<file path="src/rtl/predictor_update_ctrl_pkg.sv">
// Shared definitions for the predictor update controller: outcome-entry layout
// and controller FSM encodings.
package predictor_update_ctrl_pkg;

  localparam int ENTRY_TAKEN = 0;
  localparam int ENTRY_MISS  = 1;
  localparam int ENTRY_W     = 2;

  typedef logic [ENTRY_W-1:0] entry_t;

  typedef enum logic {
    ST_RUN     = 1'b0,
    ST_RECOVER = 1'b1
  } state_t;

  function automatic entry_t make_entry(input logic taken, input logic miss);
    entry_t e;
    e              = '0;
    e[ENTRY_TAKEN] = taken;
    e[ENTRY_MISS]  = miss;
    return e;
  endfunction

endpackage

</file>
<file path="src/rtl/predictor_update_ctrl_if.sv">
// Bundle of the ROB commit, PC insert and predictor update signals.
// master = the surrounding pipeline, slave = the update controller.
interface predictor_update_ctrl_if;

  logic rob_commit1_en;
  logic rob_commit1_taken;
  logic rob_commit1_miss;
  logic rob_commit2_en;
  logic rob_commit2_taken;
  logic rob_commit2_miss;
  logic rob_ready;

  logic pc_insert_req;
  logic pc_insert_mux;
  logic pc_stall;

  logic bp_insert_en;
  logic bp_mux;
  logic bp_modify_en;
  logic bp_clear;
  logic bp_choice;

  modport master (
    output rob_commit1_en, rob_commit1_taken, rob_commit1_miss,
    output rob_commit2_en, rob_commit2_taken, rob_commit2_miss,
    output pc_insert_req, pc_insert_mux,
    input  rob_ready, pc_stall,
    input  bp_insert_en, bp_mux, bp_modify_en, bp_clear, bp_choice
  );

  modport slave (
    input  rob_commit1_en, rob_commit1_taken, rob_commit1_miss,
    input  rob_commit2_en, rob_commit2_taken, rob_commit2_miss,
    input  pc_insert_req, pc_insert_mux,
    output rob_ready, pc_stall,
    output bp_insert_en, bp_mux, bp_modify_en, bp_clear, bp_choice
  );

endinterface

</file>
<file path="src/rtl/predictor_update_ctrl_fifo.sv">
// bp_update_fifo: dual-push, single-pop circular queue of branch outcomes.
// push1 is only used together with push0 (it lands one slot behind it).
module bp_update_fifo
  import predictor_update_ctrl_pkg::*;
#(
  parameter int DEPTH = 4
) (
  input  logic                       clk,
  input  logic                       rst,
  input  logic                       push0_en,
  input  entry_t                     push0_entry,
  input  logic                       push1_en,
  input  entry_t                     push1_entry,
  input  logic                       pop,
  output logic [$clog2(DEPTH+1)-1:0] count,
  output entry_t                     head,
  output logic                       miss_pending
);

  localparam int PTR_W = $clog2(DEPTH);
  localparam int CNT_W = $clog2(DEPTH+1);

  entry_t             mem [DEPTH];
  logic [PTR_W-1:0]   wr_ptr;
  logic [PTR_W-1:0]   rd_ptr;
  logic [CNT_W-1:0]   miss_cnt;
  logic [CNT_W-1:0]   n_push;
  logic [CNT_W-1:0]   n_miss_push;
  logic [CNT_W-1:0]   n_miss_pop;

  always_comb begin
    n_push      = CNT_W'(push0_en) + CNT_W'(push1_en);
    n_miss_push = CNT_W'(push0_en && push0_entry[ENTRY_MISS])
                + CNT_W'(push1_en && push1_entry[ENTRY_MISS]);
    n_miss_pop  = CNT_W'(pop && head[ENTRY_MISS]);
  end

  assign head         = mem[rd_ptr];
  assign miss_pending = (miss_cnt != '0);

  // NOTE: storage has no reset; count and pointers alone define which slots are valid.
  always_ff @(posedge clk) begin
    if (push0_en) mem[wr_ptr] <= push0_entry;
    if (push1_en) mem[wr_ptr + PTR_W'(1)] <= push1_entry;
  end

  // NOTE: sequential state uses non-blocking assignments so every register samples pre-edge values.
  always_ff @(posedge clk) begin
    if (rst) begin
      wr_ptr   <= '0;
      rd_ptr   <= '0;
      count    <= '0;
      miss_cnt <= '0;
    end else begin
      wr_ptr   <= wr_ptr + PTR_W'(n_push);
      rd_ptr   <= rd_ptr + PTR_W'(pop);
      count    <= count + n_push - CNT_W'(pop);
      miss_cnt <= miss_cnt + n_miss_push - n_miss_pop;
    end
  end

endmodule

</file>
<file path="src/rtl/predictor_update_ctrl.sv">
// Drains ROB branch outcomes into the predictor update port in commit order,
// sequences mispredict recovery and keeps retirement statistics.
module predictor_update_ctrl
  import predictor_update_ctrl_pkg::*;
#(
  parameter int DEPTH          = 4,
  parameter int RECOVER_CYCLES = 2,
  parameter int CNT_WIDTH      = 32
) (
  input  logic                 clk,
  input  logic                 rst,
  input  logic                 rdy,
  predictor_update_ctrl_if.slave bus,
  output logic [CNT_WIDTH-1:0] stat_branches,
  output logic [CNT_WIDTH-1:0] stat_misses
);

  localparam int CNT_W = $clog2(DEPTH+1);
  localparam int RC_W  = (RECOVER_CYCLES > 1) ? $clog2(RECOVER_CYCLES) : 1;
  localparam logic [CNT_W-1:0] READY_MAX = CNT_W'(DEPTH - 2);
  localparam logic [RC_W-1:0]  RC_INIT   = RC_W'(RECOVER_CYCLES - 1);

  state_t            state, state_next;
  logic [RC_W-1:0]   rc_cnt, rc_next;
  logic [CNT_W-1:0]  count;
  entry_t            head;
  logic              miss_pending;

  logic   accept, c1, c2, pop;
  logic   push0_en, push1_en;
  entry_t e1, e2, push0_entry;

  // A mispredicted first commit kills the younger second one.
  assign accept = bus.rob_ready;
  assign c1     = accept && bus.rob_commit1_en;
  assign c2     = accept && bus.rob_commit2_en
               && !(bus.rob_commit1_en && bus.rob_commit1_miss);
  assign e1     = make_entry(bus.rob_commit1_taken, bus.rob_commit1_miss);
  assign e2     = make_entry(bus.rob_commit2_taken, bus.rob_commit2_miss);

  assign push0_en    = c1 || c2;
  assign push0_entry = c1 ? e1 : e2;
  assign push1_en    = c1 && c2;

  bp_update_fifo #(.DEPTH(DEPTH)) u_fifo (
    .clk          (clk),
    .rst          (rst),
    .push0_en     (push0_en),
    .push0_entry  (push0_entry),
    .push1_en     (push1_en),
    .push1_entry  (e2),
    .pop          (pop),
    .count        (count),
    .head         (head),
    .miss_pending (miss_pending)
  );

  assign pop = rdy && (state == ST_RUN) && (count != '0);

  always_ff @(posedge clk) begin
    if (rst) begin
      state  <= ST_RUN;
      rc_cnt <= '0;
    end else begin
      state  <= state_next;
      rc_cnt <= rc_next;
    end
  end

  // NOTE: defaults first so every path assigns every output and no latch is inferred.
  always_comb begin
    state_next = state;
    rc_next    = rc_cnt;
    case (state)
      ST_RUN: begin
        if (pop && head[ENTRY_MISS]) begin
          state_next = ST_RECOVER;
          rc_next    = RC_INIT;
        end
      end
      ST_RECOVER: begin
        if (rdy) begin
          if (rc_cnt == '0) state_next = ST_RUN;
          else              rc_next    = rc_cnt - RC_W'(1);
        end
      end
      default: state_next = ST_RUN;
    endcase
  end

  // Stall also covers the clear cycle and any miss still queued, so the PC
  // never inserts history that the pending restore would wipe out.
  assign bus.rob_ready    = rdy && (count <= READY_MAX);
  assign bus.bp_modify_en = pop;
  assign bus.bp_clear     = pop && head[ENTRY_MISS];
  assign bus.bp_choice    = pop && head[ENTRY_TAKEN];
  assign bus.pc_stall     = (state == ST_RECOVER) || bus.bp_clear || miss_pending;
  assign bus.bp_insert_en = rdy && bus.pc_insert_req && !bus.pc_stall;
  assign bus.bp_mux       = bus.pc_insert_mux;

  always_ff @(posedge clk) begin
    if (rst) begin
      stat_branches <= '0;
      stat_misses   <= '0;
    end else if (pop) begin
      stat_branches <= stat_branches + CNT_WIDTH'(1);
      if (head[ENTRY_MISS]) stat_misses <= stat_misses + CNT_WIDTH'(1);
    end
  end

endmodule

</file>
<file path="src/flat_wrapper.sv">
// flat-port wrapper written by rule: the top's interface ports become plain ports
module predictor_update_ctrl_flat import predictor_update_ctrl_pkg::*;
#(
  parameter int DEPTH          = 4,
  parameter int RECOVER_CYCLES = 2,
  parameter int CNT_WIDTH      = 32
)
  (clk, rst, rdy, stat_branches, stat_misses, bus_rob_commit1_en, bus_rob_commit1_taken, bus_rob_commit1_miss, bus_rob_commit2_en, bus_rob_commit2_taken, bus_rob_commit2_miss, bus_pc_insert_req, bus_pc_insert_mux, bus_rob_ready, bus_pc_stall, bus_bp_insert_en, bus_bp_mux, bus_bp_modify_en, bus_bp_clear, bus_bp_choice);
  predictor_update_ctrl_if bus_i ();
  input  logic clk;
  input  logic rst;
  input  logic rdy;
  output logic [CNT_WIDTH-1:0] stat_branches;
  output logic [CNT_WIDTH-1:0] stat_misses;
  input wire logic [$bits(bus_i.rob_commit1_en)-1:0] bus_rob_commit1_en;
  input wire logic [$bits(bus_i.rob_commit1_taken)-1:0] bus_rob_commit1_taken;
  input wire logic [$bits(bus_i.rob_commit1_miss)-1:0] bus_rob_commit1_miss;
  input wire logic [$bits(bus_i.rob_commit2_en)-1:0] bus_rob_commit2_en;
  input wire logic [$bits(bus_i.rob_commit2_taken)-1:0] bus_rob_commit2_taken;
  input wire logic [$bits(bus_i.rob_commit2_miss)-1:0] bus_rob_commit2_miss;
  input wire logic [$bits(bus_i.pc_insert_req)-1:0] bus_pc_insert_req;
  input wire logic [$bits(bus_i.pc_insert_mux)-1:0] bus_pc_insert_mux;
  output wire logic [$bits(bus_i.rob_ready)-1:0] bus_rob_ready;
  output wire logic [$bits(bus_i.pc_stall)-1:0] bus_pc_stall;
  output wire logic [$bits(bus_i.bp_insert_en)-1:0] bus_bp_insert_en;
  output wire logic [$bits(bus_i.bp_mux)-1:0] bus_bp_mux;
  output wire logic [$bits(bus_i.bp_modify_en)-1:0] bus_bp_modify_en;
  output wire logic [$bits(bus_i.bp_clear)-1:0] bus_bp_clear;
  output wire logic [$bits(bus_i.bp_choice)-1:0] bus_bp_choice;
  assign bus_i.rob_commit1_en = bus_rob_commit1_en;
  assign bus_i.rob_commit1_taken = bus_rob_commit1_taken;
  assign bus_i.rob_commit1_miss = bus_rob_commit1_miss;
  assign bus_i.rob_commit2_en = bus_rob_commit2_en;
  assign bus_i.rob_commit2_taken = bus_rob_commit2_taken;
  assign bus_i.rob_commit2_miss = bus_rob_commit2_miss;
  assign bus_i.pc_insert_req = bus_pc_insert_req;
  assign bus_i.pc_insert_mux = bus_pc_insert_mux;
  assign bus_rob_ready = bus_i.rob_ready;
  assign bus_pc_stall = bus_i.pc_stall;
  assign bus_bp_insert_en = bus_i.bp_insert_en;
  assign bus_bp_mux = bus_i.bp_mux;
  assign bus_bp_modify_en = bus_i.bp_modify_en;
  assign bus_bp_clear = bus_i.bp_clear;
  assign bus_bp_choice = bus_i.bp_choice;
  predictor_update_ctrl #(.DEPTH(DEPTH), .RECOVER_CYCLES(RECOVER_CYCLES), .CNT_WIDTH(CNT_WIDTH)) u_core (.clk(clk), .rst(rst), .rdy(rdy), .bus(bus_i), .stat_branches(stat_branches), .stat_misses(stat_misses));
endmodule
</file>
<file path="config.mk">
export PLATFORM = sky130hd
export DESIGN_NAME = predictor_update_ctrl_flat
export DESIGN_NICKNAME = d
export VERILOG_FILES = /design/src/rtl/predictor_update_ctrl_pkg.sv /design/src/rtl/predictor_update_ctrl_if.sv /design/src/rtl/predictor_update_ctrl_fifo.sv /design/src/rtl/predictor_update_ctrl.sv /design/src/flat_wrapper.sv
export SDC_FILE = /design/constraint.sdc
export NUM_CORES = 1
export LEC_CHECK = 0
export ABC_CLOCK_PERIOD_IN_PS = 4250
export BUFFER_PORTS_ARGS = -buffer_cell sky130_fd_sc_hd__buf_2
export CORE_UTILIZATION = 46
export CTS_BUF_LIST = sky130_fd_sc_hd__clkbuf_8
export CTS_CLUSTER_DIAMETER = 50
export DETAILED_ROUTE_END_ITERATION = 6
export PLACE_DENSITY = 0.67
export REMOVE_ABC_BUFFERS = 1
export SETUP_SLACK_MARGIN = 0.5
export SYNTH_ARGS = -nofsm -noshare
export SYNTH_HDL_FRONTEND = slang
export SYNTH_SLANG_ARGS = --single-unit
</file>
<file path="constraint.sdc">
create_clock -name clk -period 4.25 [get_ports clk]
set_clock_uncertainty 0.2 [all_clocks]
set_input_delay 0.2125 -clock clk [delete_from_list [all_inputs] [get_ports clk]]
set_output_delay 0.2125 -clock clk [all_outputs]
set_load 0.05 [all_outputs]
</file>
==> reports/metrics.csv <==
metric,value,unit
status,finished with violations,
failing checks,design-rule violations,
WL per Instance,14.14,um
achievable frequency,305.6,MHz
crit path launch type,flip-flop,
Required @ worst endpoint,4.27,ns
via count,3365,
Synth-to-Final Area Change,14.76,%
Ys Warns,0,
Die Ht,97.89,um
"Reg clk slew, reported paths",0.08,ns
Die W,97.89,um
CTS tree,built,
gp weighted congestion,0.7696,
GRT Residual Overflow,0,
die area,9581,um^2
area of the multi-input gates,2282,um^2
"Primary FF master, synth",dfxtp_1,
Final HPWL DP,6.569,mm
Synth area leader,dfxtp_1,
IO Count,82,
Starting Density,48.03,%
H-tree levels,3,
most frequent cell after synthesis,dfxtp_1,
Syn Area/Cell,9.336,um^2
root buffer cell,clkbuf_8,
CTS Hold Bufs,0,
crit-path cells,"mux4_2, nand3_2, inv_2, ha_1, inv_1, fa_1, fa_1, xnor2_1, xnor2_1, nor2_1",
CTS sink count,84,
CP Capture Type,flip-flop,
core area,8806,um^2
crit path kind,reg -> reg,
Mapped Area,4229,um^2
all-layer global routing usage,19.74,%
worst-margin pin slew,0.8797,ns
CTS Buffer Depth,2,
"Hold Violations, Final",0,
RSZ-0062 raised after global routing,no,
"Distinct cells, synth",48,
final core occ,55.12,%
# port buffers,79,
routed vias/inst,5.291,
initial antenna violation count,0,
Slew HR,40.90,%
drt first pass iters,6,
Final ANT Viol Nets,0,
cell count after synthesis,453,
sequential fraction of the synthesis area,41.66,%
number of global-route vias before repair,3211,
Num CTS Buffers,9,
# diodes,0,
fin crit share,77.01,%
worst-path maximum fanout,11,
Setup TNS,0,ns
Synth area leaders,"dfxtp_1, xnor2_1, nor2_1, edfxtp_1, xor2_1",
Hold Path Class,in -> reg,
Sequential Area,1762,um^2
maximum VDD drop,0.5960,mV
Final nets,548,
async set-reset flop share out of synthesis,0,%
share of the synthesized area in the top cell type,35.98,%
post-synthesis register bit count,84,
commonest cells in the synthesized netlist,"dfxtp_1, nor2_1, xnor2_1",
proportion of layout cells with a drive suffix above 1,23.86,%
pin count of the biggest net entering global routing,44,
slowest CP cell,mux4_2,
# fillers,820,
post-CTS resize count,0,
Arrival @ worst endpoint,3.29,ns
Worst-Skew Late Latency,0.35,ns
Slew Limit Fails,0,
Post-route DRC,6,
# setup viols final,0,
crit path time final,3.273,ns
Leakage,0.001965,uW
Critical Path Max Stage Delay,0.67,ns
postcts setup bufs,0,
# rows,34,
final wirelength,8.995,mm
Post-synth EDFFs,8,
max_cap viols,0,
Cell Pwr Density,436.2,nW/um^2
DR iter-0 viols,170,
global-route wire length before repair,15.21,mm
state kept, by name (all words and copies together), names as in the netlist:
register / count
u_core.stat_branches: 32
u_core.rc_cnt: 1
u_core.stat_misses: 32
u_core.u_fifo.miss_cnt: 3
u_core.u_fifo.wr_ptr: 2
u_core.state: 1
u_core.u_fifo.mem: 8
u_core.u_fifo.rd_ptr: 2
u_core.u_fifo.count: 3
critical path, delay by kind of cell (launching register included):
kind,cells,cell delay (ns)
buffers and inverters,2,0.18
xor gates and xnor gates,2,0.33
and+or+nand+nor,2,0.29
muxes,1,0.67
adders and majority gates,3,1.08
DFF,1,0.40
per-layer routing:
| metal | vias to the layer above | wire (um) | GRT usage, % |
|---|---|---|---|
| li1 | 1707 | - | - |
| met1 | 1570 | 4239 | 26.11 |
| met2 | 76 | 4160 | 31.31 |
| met3 | 12 | 453 | 3.937 |
| met4 | 0 | 141 | 8.625 |
| met5 | - | 0 | 0 |
path summary, 6_finish.rpt:
kind,cells after the start,start,end,slack (ns)
hold reg to reg,2,u_core.rc_cnt$_SDFFE_PP0P_,u_core.rc_cnt$_SDFFE_PP0P_,0.28
setup / recovery,10,u_core.u_fifo.rd_ptr[0]$_SDFF_PP0_,u_core.u_fifo.miss_cnt[2]$_SDFF_PP0_,0.98
hold / removal,4,rdy,u_core.rc_cnt$_SDFFE_PP0P_,0.02
setup reg to reg,10,u_core.u_fifo.rd_ptr[0]$_SDFF_PP0_,u_core.u_fifo.miss_cnt[2]$_SDFF_PP0_,0.98
kinds of logic (layout without fill, tap and decap cells):
family,Yosys count,in the layout,synth area share (%)
xor gates and xnor gates,64,64,13.25
AOI/OAI and AO/OA,18,18,2.426
muxes,13,13,4.231
buffers and inverters,38,113,4.379
DFF,84,84,41.66
adders and majority gates,13,13,4.379
and+or+nand+nor,223,223,29.68
cell type report:
cell class                      count  area share [%]
Tap cell                          108           2.784
Multi-Input combinational cell    331           47.02
Clock inverter                      6           1.650
Inverter                           18           1.392
Timing Repair Buffer               80           8.301
Sequential cell                    84           36.30
Clock buffer                        9           2.552
per-stage QoR:
| step | instance area [um^2] | power [uW] | hold slack (ns) | cells | setup WS (ns) |
|---|---|---|---|---|---|
| 2_1_floorplan | 4111 | 1394 | 0.08157 | 433 | 0.6975 |
| 3_3_place_gp | 4649 | 1512 | 0.2253 | 621 | 1.066 |
| 3_5_place_dp | 4649 | 1537 | 0.2253 | 621 | 0.9860 |
| 4_1_cts | 4853 | 2142 | 0.01129 | 636 | 0.9602 |
| 5_1_grt | 4853 | 2242 | 0.03242 | 636 | 0.7592 |
| 6_report | 4853 | 2117 | 0.02397 | 636 | 0.9772 |
layout by cell type (no fill, tap or decap), types with 8 or more instances in the layout:
| cell | count |
|---|---|
| edfxtp_1 | 8 |
| ha_1 | 10 |
| and3_1 | 10 |
| nand2_1 | 24 |
| buf_2 | 79 |
| clkbuf_8 | 9 |
| dfxtp_1 | 76 |
| nand4_1 | 28 |
| a21oi_1 | 9 |
| and4_1 | 8 |
| nand3_1 | 19 |
| nor3_1 | 16 |
| inv_1 | 17 |
| xnor2_1 | 38 |
| xor2_1 | 26 |
| mux2_2 | 8 |
| nor2_1 | 70 |
power by group:
part | leakage, uW | total (uW) | internal [uW] | switching, uW
logic | 0.00117 | 591 | 211 | 380
clock network | 0.000111 | 601 | 324 | 277
registers | 0.000687 | 925 | 863 | 62.5
total | 0.00197 | 2120 | 1400 | 719
No activity file was read; power rests on OpenSTA's default activity.
